[src/rtl/rbm_argmax_classifier.sv]
// rtl/rbm_argmax_classifier.sv - serial argmax over the RBM core's packed class scores
//
// Purpose: on the rising edge of score_valid, capture all output_dim signed scores,
// scan them one per cycle for the maximum and runner-up, then offer the winning
// index, its score and the margin on a valid/ready handshake.
//
// Ports:
//   clock, reset    rising-edge clock, asynchronous active-high reset
//   score_valid     core finish flag (level); its rising edge starts a capture
//   ScorePort       packed scores, score i at [i*w_bitlength +: w_bitlength]
//   result_ready    consumer accepts the result (only looked at in HOLD)
//   result_valid    result fields valid (HOLD)
//   class_idx       index of the maximum score (lowest index on ties)
//   class_score     maximum score, signed
//   margin          best minus runner-up, w_bitlength+1 bits, never negative
//   busy            high in SCAN or HOLD
//   overrun         sticky: a start edge arrived while busy
//   class_count     completed handshakes, wraps
module rbm_argmax_classifier #(
  parameter int output_dim    = 10,
  parameter int w_bitlength   = 12,
  parameter int idx_bitlength = 4,
  parameter int cnt_bitlength = 16
) (
  input  logic                              clock,
  input  logic                              reset,
  input  logic                              score_valid,
  input  logic [output_dim*w_bitlength-1:0] ScorePort,
  input  logic                              result_ready,
  output logic                              result_valid,
  output logic [idx_bitlength-1:0]          class_idx,
  output logic [w_bitlength-1:0]            class_score,
  output logic [w_bitlength:0]              margin,
  output logic                              busy,
  output logic                              overrun,
  output logic [cnt_bitlength-1:0]          class_count
);

  typedef enum logic [1:0] {
    IDLE = 2'd0,
    SCAN = 2'd1,
    HOLD = 2'd2
  } state_t;

  localparam logic [idx_bitlength-1:0] LAST_K = idx_bitlength'(output_dim - 1);
  localparam logic signed [w_bitlength-1:0] MOST_NEG = {1'b1, {(w_bitlength-1){1'b0}}};

  state_t r_state;
  state_t w_next;

  logic                            r_sv_d;
  logic signed [w_bitlength-1:0]   r_scores [output_dim];
  logic signed [w_bitlength-1:0]   r_best;
  logic signed [w_bitlength-1:0]   r_second;
  logic [idx_bitlength-1:0]        r_idx;
  logic [idx_bitlength-1:0]        r_k;

  logic                            w_start;
  logic signed [w_bitlength-1:0]   w_sk;
  logic signed [w_bitlength-1:0]   w_nbest;
  logic signed [w_bitlength-1:0]   w_nsecond;
  logic [idx_bitlength-1:0]        w_nidx;

  assign w_start      = score_valid & ~r_sv_d;
  assign result_valid = (r_state == HOLD);
  assign busy         = (r_state != IDLE);

  // One compare step; strict greater-than keeps the lower index on ties, and a tie
  // with best falls through to the second branch, making second equal to best.
  always_comb begin
    w_sk      = r_scores[r_k];
    w_nbest   = r_best;
    w_nsecond = r_second;
    w_nidx    = r_idx;
    if (w_sk > r_best) begin
      w_nsecond = r_best;
      w_nbest   = w_sk;
      w_nidx    = r_k;
    end else if (w_sk > r_second) begin
      w_nsecond = w_sk;
    end
  end

  always_comb begin
    w_next = r_state;
    case (r_state)
      IDLE:    if (w_start) w_next = SCAN;
      SCAN:    if (r_k == LAST_K) w_next = HOLD;
      HOLD:    if (result_ready) w_next = IDLE;
      default: w_next = IDLE;
    endcase
  end

  always_ff @(posedge clock or posedge reset) begin
    if (reset) r_state <= IDLE;
    else       r_state <= w_next;
  end

  always_ff @(posedge clock or posedge reset) begin
    if (reset) begin
      r_sv_d      <= 1'b0;
      r_best      <= '0;
      r_second    <= '0;
      r_idx       <= '0;
      r_k         <= '0;
      class_idx   <= '0;
      class_score <= '0;
      margin      <= '0;
      overrun     <= 1'b0;
      class_count <= '0;
      for (int i = 0; i < output_dim; i++) r_scores[i] <= '0;
    end else begin
      r_sv_d <= score_valid;
      // Start edges while busy (including the HOLD handshake edge) are dropped.
      if (w_start && r_state != IDLE) overrun <= 1'b1;
      case (r_state)
        IDLE: begin
          if (w_start) begin
            for (int i = 0; i < output_dim; i++)
              r_scores[i] <= ScorePort[i*w_bitlength +: w_bitlength];
            r_best   <= ScorePort[w_bitlength-1:0];
            r_second <= MOST_NEG;
            r_idx    <= '0;
            r_k      <= idx_bitlength'(1);
          end
        end
        SCAN: begin
          r_best   <= w_nbest;
          r_second <= w_nsecond;
          r_idx    <= w_nidx;
          r_k      <= r_k + 1'b1;
          // Results are registered from the final compare so they appear with result_valid.
          if (r_k == LAST_K) begin
            class_idx   <= w_nidx;
            class_score <= w_nbest;
            margin      <= {w_nbest[w_bitlength-1], w_nbest} - {w_nsecond[w_bitlength-1], w_nsecond};
          end
        end
        HOLD: begin
          if (result_ready) class_count <= class_count + 1'b1;
        end
        default: ;
      endcase
    end
  end

endmodule

[config.mk]
export PLATFORM = sky130hd
export DESIGN_NAME = rbm_argmax_classifier
export DESIGN_NICKNAME = d
export VERILOG_FILES = /design/src/rtl/rbm_argmax_classifier.sv
export SDC_FILE = /design/constraint.sdc
export NUM_CORES = 1
export LEC_CHECK = 0
export BUFFER_PORTS_ARGS = -buffer_cell sky130_fd_sc_hd__buf_2
export CAP_MARGIN = 20
export CORE_MARGIN = 8
export CORE_UTILIZATION = 50
export CTS_CLUSTER_SIZE = 10
export DETAILED_ROUTE_END_ITERATION = 6
export GPL_TIMING_DRIVEN = 0
export PLACE_DENSITY = 0.72
export SETUP_SLACK_MARGIN = 0.1
export SYNTH_ARGS = -nofsm -noshare
export SYNTH_HDL_FRONTEND = slang
export SYNTH_SLANG_ARGS = --single-unit
[constraint.sdc]
create_clock -name clock -period 16.5 [get_ports clock]
set_clock_uncertainty 0.2 [all_clocks]
set_input_delay 2.475 -clock clock [delete_from_list [all_inputs] [get_ports clock]]
set_output_delay 2.475 -clock clock [all_outputs]
set_load 0.02 [all_outputs]
==> reports/results.tsv <==
metric	value	unit
first_pass_iters	5	
post_cts.resized_instances	0	
final_common_cell	nand2_1	
final_cell_mix	nand2_1, dfrtp_1, buf_2	
syn_to_final_growth	18.4	%
critPathKind	reg -> reg	
synth.area.top_cells	dfrtp_1, nand2_1, ha_1	
multi_input_area	4900	um^2
htree_levels	1	
maxCapViolCount	0	
critPathLaunchType	register	
critPathMaxFanout	10	
synth_edf_count	0	
holdCritStartpoint	class_idx[2]	
min_delay_worst_endpoint	class_idx[2]	
synth-async-reset-ratio	100	%
regArea	5030	um^2
holdWs	0.256	ns
max_slew_margin	40.7	%
wl_per_cell	18.4	um
routed_wl	28.3	mm
endpoint_kind	register	
slew_violations	0	
hold_depth	2	
cts_buffers	24	
die-area	25700	um^2
fin_crit	6.48	ns
avgSynthCellArea	9.79	um^2
drcViolationCount	0	
fill_cells	1787	
synth_flop_cell	dfrtp_1	
crit_required	16.66	ns
grt_pass1_vias	8668	
fin_crit_sh	39.3	%
syn-num-nets	1226	
rsz0062_at_grt	no	
r2r-end	margin[9]	
core	20300	um^2
ys.warnings.count	0	
die_height	160	um
worstHoldPathType	reg -> reg	
worst_slew_pin_slew	0.887	ns
final_area	12300	um^2
finalHoldViolations	0	
ant_nets	0	
pin_count	172	
final_util	60.6	%
vias	8345	
cts.sinks	201	
clockBufferDepth	3	
ff2ff_path_depth	23	
grt_pass1_wl	45.5	mm
gp_congestion	0.891	
hpwl	21.5	mm
rrSetupSlack	10.02	ns
numPortBuffers	171	
ys_ff_latch	201	
syn_area	10400	um^2
gr-usage-all-layers	21.8	%
vias_per_cell	5.43	
start_util	51.2	%
rows	52	
ctsHoldBuffers	0	
nNetsFinal	1424	
yosysUniqueCellTypes	60	
synth_top_cell_area_share	48.4	%
syn_inst	1062	
grt_overflow	0	
root_buffer	clkbuf_16	
clkTransAtPathRegs	0.05	ns
cp.arrival	6.64	ns
ys_seq_area_share	48.4	%
setup_viol	0	
drive_gt1_share	24.4	%
antenna_found_initial	1	
drt-initial-drc-count	502	
post_cts.repair.setup_buffers	0	
grt_max_degree	129	
tns	0	ns
outcome	finished clean	
yosysTopAreaCell	dfrtp_1	
clk_latency	0.50	ns
placed_cell_area	11600	um^2
die_x	160	um
r2r-start	r_k[0]	
cts_tree	yes	
fmax	0.154	GHz
[critical path, cell delays in order (launching register included)]
cell and delay, ns:
dfrtp_1 0.41, buf_6 0.19, buf_6 0.20, buf_6 0.19, buf_2 0.32, mux2i_1 0.42, o32ai_2 0.23, ha_1 0.34
nand4_1 0.10, or3_1 0.39, o21ai_0 0.10, nor3_1 0.11, nor2_2 0.18, buf_4 0.22, buf_6 0.17, clkbuf_1 0.34
o21ai_0 0.22, ha_1 0.32, a21o_1 0.18, a21o_1 0.22, a2111oi_0 0.73, o31a_1 0.29, xor2_1 0.16, o21ai_0 0.08
[layer usage]
layer  up-vias  routed length [um]  global-route usage, %
li1       4039                   -                      -
met2       228               13400                   35.4
met3        47                1420                   3.88
met4         0                 711                   6.58
met1      4031               12800                   29.5
met5         -                   0                      0
[state kept, by name, indices dropped and copies added (netlist names)]
| signal | flops |
|---|---|
| class_score | 12 |
| class_count | 16 |
| margin | 13 |
| r_scores | 120 |
| r_state | 2 |
| r_best | 12 |
| r_second | 12 |
| r_idx | 4 |
| r_k | 4 |
| overrun | 1 |
| class_idx | 4 |
| r_sv_d | 1 |
[cells in the mapped netlist, types with 5 or more instances]
| cell type | number |
|---|---|
| nand2_1 | 359 |
| dfrtp_1 | 201 |
| o21ai_0 | 54 |
| ha_1 | 39 |
| clkbuf_1 | 38 |
| inv_1 | 38 |
| mux2_2 | 37 |
| a21o_1 | 21 |
| a21oi_1 | 18 |
| nor2_1 | 18 |
| xnor2_1 | 18 |
| and2_1 | 16 |
| mux2i_1 | 15 |
| o22ai_1 | 13 |
| a221o_1 | 12 |
| mux2_4 | 12 |
| nand4_1 | 11 |
| o221a_2 | 11 |
| buf_2 | 10 |
| mux4_2 | 10 |
| nand3_1 | 10 |
| o32ai_2 | 9 |
| buf_6 | 8 |
| nand2b_1 | 7 |
| xor2_1 | 7 |
| o311ai_1 | 6 |
| o311ai_0 | 5 |
[layout make-up]
cell class / count / area share, %
repair buffers: 172 / 7.18
well taps: 270 / 2.74
multi-input cells: 760 / 39.8
inverters: 38 / 1.22
diodes: 1 / 0.0203
plain buffers: 63 / 2.61
clock buffers: 31 / 5.51
flip-flops and latches: 201 / 40.9
[metrics by stage]
step	instances	setup WS, ns
final	1536	10.02
after global routing	1536	9.64
after CTS	1535	10.05
after detailed placement	1504	10.09
after global placement	1503	6.10
after floorplan	1062	8.34
[worst max path at each step]
stage	start	to	slack, ns	depth (start not counted)
6_report	r_k[0]	margin[9]	10.02	23
5_1_grt	r_k[0]	margin[10]	9.64	24
4_1_cts	r_k[0]	margin[9]	10.05	23
3_5_place_dp	r_k[0]	margin[9]	10.09	23
3_3_place_gp	reset	r_scores[76]	6.10	2
2_1_floorplan	reset	class_count[0]	8.34	1
[cell families (layout without fill, tap and decap cells)]
logic type | after synthesis | after routing | synth area share (%)
xor gates and xnor gates | 25 | 25 | 2.11
muxes | 76 | 76 | 9.85
other | 0 | 1 | 0
and+or+nand+nor | 443 | 443 | 17.6
DFF | 201 | 201 | 48.4
buffers and inverters | 101 | 304 | 4.46
AOI/OAI and AO/OA | 176 | 176 | 12.8
adders and majority gates | 40 | 40 | 4.89
Power is not shown: default switching activity piles up to over one toggle a cycle in this logic, so the estimate is an artifact.
